File: src/rtl/serial_fifo_pkg.sv
// Shared types and width helpers for the serial receive path.
package serial_fifo_pkg;

   typedef enum logic [0:0] {
      COLLECT  = 1'b0,
      WAIT_ACK = 1'b1
   } des_state_t;

   // Occupancy must represent 0..DEPTH inclusive.
   function automatic int sfl_len_w(input int depth);
      return $clog2(depth + 1);
   endfunction

endpackage

File: src/rtl/serial_fifo_link_if.sv
// Receive-path port bundle: serial bit input, queue controls and queue status.
interface serial_fifo_link_if
   import serial_fifo_pkg::*;
#(
   parameter int WIDTH = 8,
   parameter int DEPTH = 8
);
   localparam int LEN_W = sfl_len_w(DEPTH);

   logic             data_in;
   logic             write_in;
   logic             status_out;
   logic             data_ready;
   logic             enqueue_in;
   logic             dequeue_in;
   logic [WIDTH-1:0] data_out;
   logic [LEN_W-1:0] len_out;
   logic             overflow_out;
   logic             parity_err_out;

   modport master (
      output data_in, write_in, enqueue_in, dequeue_in,
      input  status_out, data_ready, data_out, len_out, overflow_out, parity_err_out
   );

   modport slave (
      input  data_in, write_in, enqueue_in, dequeue_in,
      output status_out, data_ready, data_out, len_out, overflow_out, parity_err_out
   );
endinterface

File: src/rtl/sfl_tick_gen.sv
// Clock-enable generator: tick high for one cycle out of every DIV, first tick DIV cycles after reset.
// No backpressure; free-running while out of reset.
module sfl_tick_gen #(
   parameter int DIV = 2
) (
   input  logic clock,
   input  logic reset,
   output logic tick
);
   localparam int CW = (DIV > 1) ? $clog2(DIV) : 1;
   localparam logic [CW-1:0] TOP = CW'(DIV - 1);

   logic [CW-1:0] cnt_q;

   always_ff @(posedge clock or negedge reset) begin
      if (!reset)
         cnt_q <= '0;
      else if (cnt_q == TOP)
         cnt_q <= '0;
      else
         cnt_q <= cnt_q + CW'(1);
   end

   assign tick = (cnt_q == TOP);
endmodule

File: src/rtl/serial_fifo_link.sv
// MSB-first deserializer into a DEPTH-entry FIFO; word ready 0 cycles after last bit, pop visible on the tick edge.
// Full FIFO holds the word in WAIT_ACK (sticky overflow); optional even parity via SERIAL_FIFO_PARITY_EN.
module serial_fifo_link
   import serial_fifo_pkg::*;
#(
   parameter int WIDTH    = 8,
   parameter int DEPTH    = 8,
   parameter int DES_DIV  = 2,
   parameter int FIFO_DIV = 20
) (
   input  logic              clock,
   input  logic              reset,
   serial_fifo_link_if.slave bus
);
   localparam int LEN_W = sfl_len_w(DEPTH);
   localparam int PTR_W = $clog2(DEPTH);
`ifdef SERIAL_FIFO_PARITY_EN
   localparam int NBITS = WIDTH + 1;
`else
   localparam int NBITS = WIDTH;
`endif
   localparam int CNT_W = $clog2(NBITS + 1);
   localparam logic [CNT_W-1:0] LAST_BIT = CNT_W'(NBITS - 1);

   logic des_tick;
   logic fifo_tick;

   sfl_tick_gen #(.DIV(DES_DIV)) u_des_tick (
      .clock (clock),
      .reset (reset),
      .tick  (des_tick)
   );

   sfl_tick_gen #(.DIV(FIFO_DIV)) u_fifo_tick (
      .clock (clock),
      .reset (reset),
      .tick  (fifo_tick)
   );

   des_state_t       state_q, state_d;
   logic [WIDTH-1:0] sreg_q, sreg_d;
   logic [CNT_W-1:0] cnt_q, cnt_d;
   logic             ack_q;
   logic [WIDTH-1:0] shifted;

   assign shifted = {sreg_q[WIDTH-2:0], bus.data_in};

`ifdef SERIAL_FIFO_PARITY_EN
   logic perr_q, perr_d;
`endif

   always_ff @(posedge clock or negedge reset) begin
      if (!reset) begin
         state_q <= COLLECT;
         sreg_q  <= '0;
         cnt_q   <= '0;
`ifdef SERIAL_FIFO_PARITY_EN
         perr_q  <= 1'b0;
`endif
      end else begin
         state_q <= state_d;
         sreg_q  <= sreg_d;
         cnt_q   <= cnt_d;
`ifdef SERIAL_FIFO_PARITY_EN
         perr_q  <= perr_d;
`endif
      end
   end

   always_comb begin
      state_d = state_q;
      sreg_d  = sreg_q;
      cnt_d   = cnt_q;
`ifdef SERIAL_FIFO_PARITY_EN
      perr_d  = 1'b0;
`endif
      case (state_q)
         COLLECT: begin
            if (des_tick && bus.write_in) begin
               if (cnt_q == LAST_BIT) begin
`ifdef SERIAL_FIFO_PARITY_EN
                  // Final bit is the even-parity bit over the already-shifted word.
                  if (^{sreg_q, bus.data_in}) begin
                     perr_d = 1'b1;
                     cnt_d  = '0;
                  end else begin
                     state_d = WAIT_ACK;
                     cnt_d   = cnt_q + CNT_W'(1);
                  end
`else
                  sreg_d  = shifted;
                  state_d = WAIT_ACK;
                  cnt_d   = cnt_q + CNT_W'(1);
`endif
               end else begin
                  sreg_d = shifted;
                  cnt_d  = cnt_q + CNT_W'(1);
               end
            end
         end
         WAIT_ACK: begin
            if (ack_q) begin
               state_d = COLLECT;
               cnt_d   = '0;
            end
         end
         default: state_d = COLLECT;
      endcase
   end

   logic [WIDTH-1:0] mem [DEPTH];
   logic [PTR_W-1:0] wr_ptr_q, rd_ptr_q;
   logic [LEN_W-1:0] len_q;
   logic [WIDTH-1:0] dout_q;
   logic             ovf_q;
   logic             full, empty, offer, do_pop, do_push;

   assign full    = (len_q == LEN_W'(DEPTH));
   assign empty   = (len_q == '0);
   // ack_q masks the extra cycle that data_ready stays high after a push.
   assign offer   = fifo_tick && bus.enqueue_in && (state_q == WAIT_ACK) && !ack_q;
   assign do_pop  = fifo_tick && bus.dequeue_in && !empty;
   assign do_push = offer && (!full || do_pop);

   always_ff @(posedge clock) begin
      if (do_push)
         mem[wr_ptr_q] <= sreg_q;
   end

   always_ff @(posedge clock or negedge reset) begin
      if (!reset) begin
         wr_ptr_q <= '0;
         rd_ptr_q <= '0;
         len_q    <= '0;
         dout_q   <= '0;
         ovf_q    <= 1'b0;
         ack_q    <= 1'b0;
      end else begin
         ack_q <= do_push;
         if (do_push)
            wr_ptr_q <= wr_ptr_q + PTR_W'(1);
         if (do_pop) begin
            rd_ptr_q <= rd_ptr_q + PTR_W'(1);
            dout_q   <= mem[rd_ptr_q];
         end
         if (offer && full && !do_pop)
            ovf_q <= 1'b1;
         case ({do_push, do_pop})
            2'b10:   len_q <= len_q + LEN_W'(1);
            2'b01:   len_q <= len_q - LEN_W'(1);
            default: len_q <= len_q;
         endcase
      end
   end

   assign bus.status_out   = (state_q == COLLECT);
   assign bus.data_ready   = (state_q == WAIT_ACK);
   assign bus.data_out     = dout_q;
   assign bus.len_out      = len_q;
   assign bus.overflow_out = ovf_q;
`ifdef SERIAL_FIFO_PARITY_EN
   assign bus.parity_err_out = perr_q;
`else
   assign bus.parity_err_out = 1'b0;
`endif
endmodule

File: src/flat_wrapper.sv
// flat-port wrapper written by rule: the top's interface ports become plain ports
module serial_fifo_link_flat import serial_fifo_pkg::*;
#(
   parameter int WIDTH    = 8,
   parameter int DEPTH    = 8,
   parameter int DES_DIV  = 2,
   parameter int FIFO_DIV = 20
)
  (clock, reset, bus_data_in, bus_write_in, bus_enqueue_in, bus_dequeue_in, bus_status_out, bus_data_ready, bus_data_out, bus_len_out, bus_overflow_out, bus_parity_err_out);
  serial_fifo_link_if #(.WIDTH(WIDTH), .DEPTH(DEPTH)) bus_i ();
  input  logic clock;
  input  logic reset;
  input wire logic [$bits(bus_i.data_in)-1:0] bus_data_in;
  input wire logic [$bits(bus_i.write_in)-1:0] bus_write_in;
  input wire logic [$bits(bus_i.enqueue_in)-1:0] bus_enqueue_in;
  input wire logic [$bits(bus_i.dequeue_in)-1:0] bus_dequeue_in;
  output wire logic [$bits(bus_i.status_out)-1:0] bus_status_out;
  output wire logic [$bits(bus_i.data_ready)-1:0] bus_data_ready;
  output wire logic [$bits(bus_i.data_out)-1:0] bus_data_out;
  output wire logic [$bits(bus_i.len_out)-1:0] bus_len_out;
  output wire logic [$bits(bus_i.overflow_out)-1:0] bus_overflow_out;
  output wire logic [$bits(bus_i.parity_err_out)-1:0] bus_parity_err_out;
  assign bus_i.data_in = bus_data_in;
  assign bus_i.write_in = bus_write_in;
  assign bus_i.enqueue_in = bus_enqueue_in;
  assign bus_i.dequeue_in = bus_dequeue_in;
  assign bus_status_out = bus_i.status_out;
  assign bus_data_ready = bus_i.data_ready;
  assign bus_data_out = bus_i.data_out;
  assign bus_len_out = bus_i.len_out;
  assign bus_overflow_out = bus_i.overflow_out;
  assign bus_parity_err_out = bus_i.parity_err_out;
  serial_fifo_link #(.WIDTH(WIDTH), .DEPTH(DEPTH), .DES_DIV(DES_DIV), .FIFO_DIV(FIFO_DIV)) u_core (.clock(clock), .reset(reset), .bus(bus_i));
endmodule
File: config.mk
export PLATFORM = sky130hd
export DESIGN_NAME = serial_fifo_link_flat
export DESIGN_NICKNAME = d
export VERILOG_FILES = /design/src/rtl/serial_fifo_pkg.sv /design/src/rtl/serial_fifo_link_if.sv /design/src/rtl/sfl_tick_gen.sv /design/src/rtl/serial_fifo_link.sv /design/src/flat_wrapper.sv
export SDC_FILE = /design/constraint.sdc
export NUM_CORES = 1
export LEC_CHECK = 0
export CAP_MARGIN = 15
export CORE_UTILIZATION = 25
export DETAILED_ROUTE_END_ITERATION = 6
export SYNTH_ARGS = -nofsm -noshare
export SYNTH_HDL_FRONTEND = slang
export SYNTH_SLANG_ARGS = --single-unit
File: constraint.sdc
create_clock -name clock -period 2.9 [get_ports clock]
set_input_delay 0.435 -clock clock [delete_from_list [all_inputs] [get_ports clock]]
set_output_delay 0.435 -clock clock [all_outputs]
set_load 0.01 [all_outputs]
# Yosys cells after proc, flatten, opt, wreduce, memory -nomap -nowiden
# Memories as Yosys holds them, arrays and structs flattened. A register that Yosys moved wholly into a read port is not among the register bits.
# Cells that the tools add are included.
[classes]
n_addsub = 7
eq_ne = 7
n_mux = 12
bitwise_logic = 1
n_reduce_logical = 19
[op_table]
columns = ["op", "count"]
rows = [
  ["one-hot mux 4 bit (2 select lines)", 2],
  ["logical AND 1 bit", 9],
  ["adder 4 x 1 -> 4 bit (second input constant)", 2],
  ["two-way mux 4 bit", 2],
  ["adder 3 x 1 -> 3 bit (second input constant)", 2],
  ["two-way mux 1 bit", 6],
  ["adder 5 x 1 -> 5 bit (second input constant)", 1],
  ["== test 5 bit (second input constant)", 1],
  ["logical NOT 1 bit", 5],
  ["two-way mux 5 bit", 1],
  ["== test 4 x 3 -> 1 bit (second input constant)", 1],
  ["== test 4 bit (second input constant)", 1],
  ["logical NOT 4 bit", 1],
  ["AND reduction 2 bit", 2],
  ["subtractor 4 x 1 -> 4 bit (second input constant)", 1],
  ["== test 2 x 1 -> 1 bit (second input constant)", 1],
  ["== test 2 bit (second input constant)", 1],
  ["!= test 2 x 1 -> 1 bit (second input constant)", 1],
  ["!= test 2 bit (second input constant)", 1],
  ["one-hot mux 1 bit (2 select lines)", 1],
  ["nonzero test 2 bit", 1],
  ["adder 1 bit (second input constant)", 1],
  ["logical OR 1 bit", 1],
  ["inverter 1 bit", 1],
]
[word_totals]
regBits = 31
ram_bits = 64
out_inout_bits = 16
elab_cells = 57
memories = 1
[memory_table]
columns = ["name", "words", "word_bits", "read_ports", "rd_clocked_by_memory_dff", "write_ports", "line_no", "source"]
rows = [
  ["u_core.mem", 8, 8, 1, 1, 1, "serial_fifo_link.sv:111", "logic [WIDTH-1:0] mem [DEPTH];"],
]

# Logic depth before layout (Yosys ltp)
[logic_depth]
word_depth = 7
ltp_mapped = 11
ltp_nobuf = 11

# Hierarchy
# From an unflattened synthesis, not the netlist that was laid out.
[hier_totals]
hier_cells = 300
area_unflattened_um2 = 4255.3
[by_module_without_submodules]
columns = ["mod", "n_inst", "cells_each", "area_each_um2", "seq_area_each_um2"]
rows = [
  ["serial_fifo_link", 1, 280, 4001.3, 2747.6],
  ["sfl_tick_gen (u_core.u_fifo_tick)", 1, 18, 225.2, 125.1],
  ["sfl_tick_gen (u_core.u_des_tick)", 1, 2, 28.8, 25.0],
]

# Worst setup path before layout
# No wires, ideal clock.
[synth_path]
path_type = "register to register"
startpoint = "reg u_core.len_q[1] (netlist: u_core.bus.len_out[1])"
endpoint = "reg u_core.len_q[2] (netlist: u_core.bus.len_out[2])"
setup_time_ns = 0.129
arrival_time_ns = 2.266
t_required_ns = 2.771
path_slack_ns = 0.504
stages_incl_launch_ff = 11
synth_period_minus_slack_ns = 2.396
cell_sequence = "dfrtp_1 or3_4 o211ai_4 inv_2 ha_1 xor2_1 ha_1 a21oi_1 xor2_1 nor2_1 xor2_1"
[synth_between]
elab_chain_cells = 7
elab_cells_between_ends = 13
classes_between = "2 x add/sub; 3 x eq/ne; 1 x mux; 7 x reduce/logical"
[synth_rtl]
columns = ["element", "line_no", "source"]
rows = [
  ["start: declaration", "serial_fifo_link.sv:113", "logic [LEN_W-1:0] len_q;"],
  ["start signal: assignment", "serial_fifo_link.sv:149", "2'b10: len_q <= len_q + LEN_W'(1);"],
  ["start signal: assignment", "serial_fifo_link.sv:150", "2'b01: len_q <= len_q - LEN_W'(1);"],
  ["start signal: assignment", "serial_fifo_link.sv:151", "default: len_q <= len_q;"],
  ["logical NOT 4 bit *", "serial_fifo_link.sv:119", "assign empty = (len_q == '0);"],
  ["logical NOT 1 bit *", "serial_fifo_link.sv:122", "assign do_pop = fifo_tick && bus.dequeue_in && !empty;"],
  ["logical AND 1 bit *", "serial_fifo_link.sv:122", ""],
  ["via u_core.do_pop", "serial_fifo_link.sv:116", "logic full, empty, offer, do_pop, do_push;"],
  ["logical OR 1 bit", "serial_fifo_link.sv:123", "assign do_push = offer && (!full || do_pop);"],
  ["logical AND 1 bit", "serial_fifo_link.sv:123", ""],
  ["== test 2 x 1 -> 1 bit / == test 2 bit (equally long branches)", "serial_fifo_link.sv:148", "case ({do_push, do_pop})"],
  ["one-hot mux 4 bit (2 select lines) / nonzero test 2 bit (equally long branches)", "-", ""],
]
# The timed path passes the listed nets; every way through them passes the cells marked *.
# A chain may end at the register's enable or synchronous reset.

# Worst setup path in the final report
[layout_path]
startpoint = "reg u_core.len_q[1] (netlist: u_core.bus.len_out[1])"
endpoint = "reg u_core.len_q[2] (netlist: u_core.bus.len_out[2])"
[layout_between]
elab_chain_cells = 7
elab_cells_between_ends = 13
classes_between = "2 x add/sub; 3 x eq/ne; 1 x mux; 7 x reduce/logical"
[layout_rtl]
columns = ["element", "line_no"]
rows = [
  ["logical NOT 4 bit", "serial_fifo_link.sv:119"],
  ["logical NOT 1 bit", "serial_fifo_link.sv:122"],
  ["logical AND 1 bit", "serial_fifo_link.sv:122"],
  ["logical OR 1 bit", "serial_fifo_link.sv:123"],
  ["logical AND 1 bit", "serial_fifo_link.sv:123"],
  ["== test 2 x 1 -> 1 bit / == test 2 bit (equally long branches)", "serial_fifo_link.sv:148"],
  ["one-hot mux 4 bit (2 select lines) / nonzero test 2 bit (equally long branches)", "-"],
]
# Parallel ways exist; a longest one is shown, timed or not.

==> impl_metrics.json <==
{
  "die_area_sq_um": 17300,
  "timing.final.hold_violations": 0,
  "critPathMaxFanout": 8,
  "fin_crit_sh_pct": 83.0,
  "synthDominantCellAreaShare_pct": 45.9,
  "ctsResizeCount": 0,
  "power_density_nw_per_um2": 661,
  "clkLatencyLatePin_ps": 350,
  "avgSynthCellArea_sq_um": 17.0,
  "overflow": 0,
  "fin_crit_ps": 2410,
  "synthArstFlopShare_pct": 37.9,
  "vias_per_cell": 4.19,
  "peakVddDrop_mv": 0.232,
  "numPortBuffers": 20,
  "worst_pin_slew_ps": 908,
  "outcome": "completed",
  "syn_inst": 247,
  "yosysSeqAreaShare_pct": 69.2,
  "post_cts_buffers": 0,
  "antenna_left": 0,
  "grt_first_pass_wirelength_mm": 11.9,
  "crit_arrival_ps": 2630,
  "cp_common_cell": "xor2_1",
  "drcViolationCount": 0,
  "synth_flop_cell": "edfxtp_1",
  "netlist_top_cells_area": "edfxtp_1 46%, dfrtp_1 23%, mux4_2 8.6%",
  "core_area_sq_um": 16100,
  "slew_viol_final": 0,
  "num_rows": 46,
  "first_pass_iters": 4,
  "netlist_area_sq_um": 4190,
  "area_growth_pct": 19.4,
  "synth_nets": 260,
  "synth-seq-cells": 103,
  "seqCellArea_sq_um": 2900,
  "drt-total-wl_mm": 7.19,
  "fin_skew_ps": 8.22,
  "grt_pass1_vias": 2194,
  "drive_gt1_share_pct": 21.8,
  "rsz0062_at_grt": "no",
  "cts_hold_buf": 0,
  "crit_family": "simple AND/OR/NAND/NOR gates",
  "grt_max_degree": 40,
  "path_class": "reg2reg",
  "die_y_um": 131,
  "die-width_um": 131,
  "antenna_found_initial": 0,
  "place.gp.congestion": 0.667,
  "slowest_delay_ps": 460,
  "netlist_top_cells_count": "64 x edfxtp_1, 39 x dfrtp_1, 22 x nand2_1",
  "slowest_stage": "dfrtp_1",
  "clkTransAtPathRegs_ps": 70,
  "track_usage_pct": 9.20,
  "wl_per_cell_um": 14.4,
  "cts_buffers": 9,
  "max_clock_freq_mhz": 415,
  "relSlewSlack_pct": 39.5,
  "cts_max_path_buffers": 2,
  "total_power_mw": 3.31,
  "initial_core_util_pct": 26.0,
  "multi_input_comb_area_sq_um": 1200,
  "p_leak_nw": 1.81,
  "nets": 292,
  "cp.required_ps": 3120,
  "synth-warning-count": 0,
  "yosysTopAreaCell": "edfxtp_1",
  "routed-via-count": 2095,
  "synth-edff-count": 64,
  "end_kind": "flip-flop",
  "cts-root-buf": "clkbuf_16",
  "first_iter_violations": 99,
  "hpwl_mm": 4.54,
  "critPathBufInv": 0,
  "htreeDepth": 3,
  "max_cap_viol_count": 0,
  "path_cells": "or3_4 -> o2111ai_4 -> ha_1 -> xor2_1 -> ha_1 -> a21oi_1 -> xor2_1 -> nor2_1 -> xor2_1",
  "hold_path_class": "in2async",
  "n_antenna_cell": 0,
  "fin_setup_tns_ps": 0,
  "cts_tree": "done",
  "io_pins": 22,
  "yosys.cell_count.top_type": "edfxtp_1",
  "nFillCells": 1617,
  "critPathLaunchType": "flip-flop",
  "cts_sinks": 103,
  "setup_viol": 0,
  "synth_cell_types": 42
}
-- kinds of logic after synthesis --
| group | after synthesis | share of synthesized area (%) |
|---|---|---|
| other | 1 | 0.0895 |
| AND/OR/NAND/NOR | 52 | 6.93 |
| XOR/XNOR | 11 | 2.30 |
| flip-flops | 103 | 69.2 |
| buffers and inverters | 16 | 2.12 |
| AO/OA/AOI/OAI | 22 | 3.88 |
| multiplexers | 35 | 13.4 |
| adder cells (fa/ha/maj) | 7 | 2.09 |
-- worst register-to-register path: stages (launching register included) --
cell	delay, ps
dfrtp_1	460
or3_4	460
o2111ai_4	300
ha_1	310
xor2_1	100
ha_1	180
a21oi_1	140
xor2_1	160
nor2_1	60
xor2_1	140
-- placed cells by master, fill, tap and decap left out, types with 4 or more instances in the layout --
cell,n
clkbuf_16,9
mux2_2,9
edfxtp_1,64
dfrtp_1,39
nand3_1,4
clkdlybuf4s50_1,19
mux4_2,16
nand2_1,22
nor2_1,7
xor2_1,4
xnor2_1,7
buf_4,10
mux2i_1,10
inv_1,5
ha_1,7
o21ai_0,14
-- final timing paths --
check	start	to	slack (ps)	cells after the start
max	u_core.bus.len_out[1]	u_core.bus.len_out[2]	490	9
min	reset	u_core.u_des_tick.tick	220	1
max reg2reg	u_core.bus.len_out[1]	u_core.bus.len_out[2]	490	9
min reg2reg	u_core.u_des_tick.tick	u_core.u_des_tick.tick	420	1
max in group asynchronous	reset	u_core.bus.data_out[3]	2110	1
min in group clock	u_core.u_des_tick.tick	u_core.u_des_tick.tick	420	1
-- sequential cells by signal (all words and copies together) (netlist names) --
register and count:
u_core.bus.data_ready 1, u_core.bus.data_out 8, u_core.ack_q 1, u_core.u_des_tick.tick 1, u_core.bus.overflow_out 1, u_core.rd_ptr_q 3, u_core.bus.len_out 4, u_core.cnt_q 4
u_core.sreg_q 8, u_core.wr_ptr_q 3, u_core.mem 64, u_core.u_fifo_tick.cnt_q 5
-- power breakdown --
group	total [mW]	internal, mW	switching [mW]
logic	0.221	0.119	0.101
registers	1.78	1.67	0.105
clock network	1.31	0.785	0.525
total	3.31	2.57	0.732
-- area by class of cell --
type | count | share of cell area, %
Sequential cell | 103 | 57.9
Multi-Input combinational cell | 128 | 24.0
Timing Repair Buffer | 30 | 5.40
Tap cell | 216 | 5.40
Clock buffer | 10 | 4.78
Clock inverter | 6 | 1.85
Inverter | 7 | 0.575
-- layer usage --
metal,global-route usage (%),routed length [um]
met5,0,0
met4,3.29,80
met3,3.51,320
met2,15.0,3550
met1,11.0,3240
-- metrics by stage --
step                setup slack, ps  std cells  utilization, %  area (sq um)  hold WS (ps)
floorplan                       504        247               -          4190           139
global placement                334        484            29.0          4670           405
detailed placement              279        484            29.0          4670           415
CTS                             480        500            31.0          5000           258
global route                    255        500            31.0          5000           298
finish                          492        500            31.0          5000           221
(Power assumes the default switching activity.)
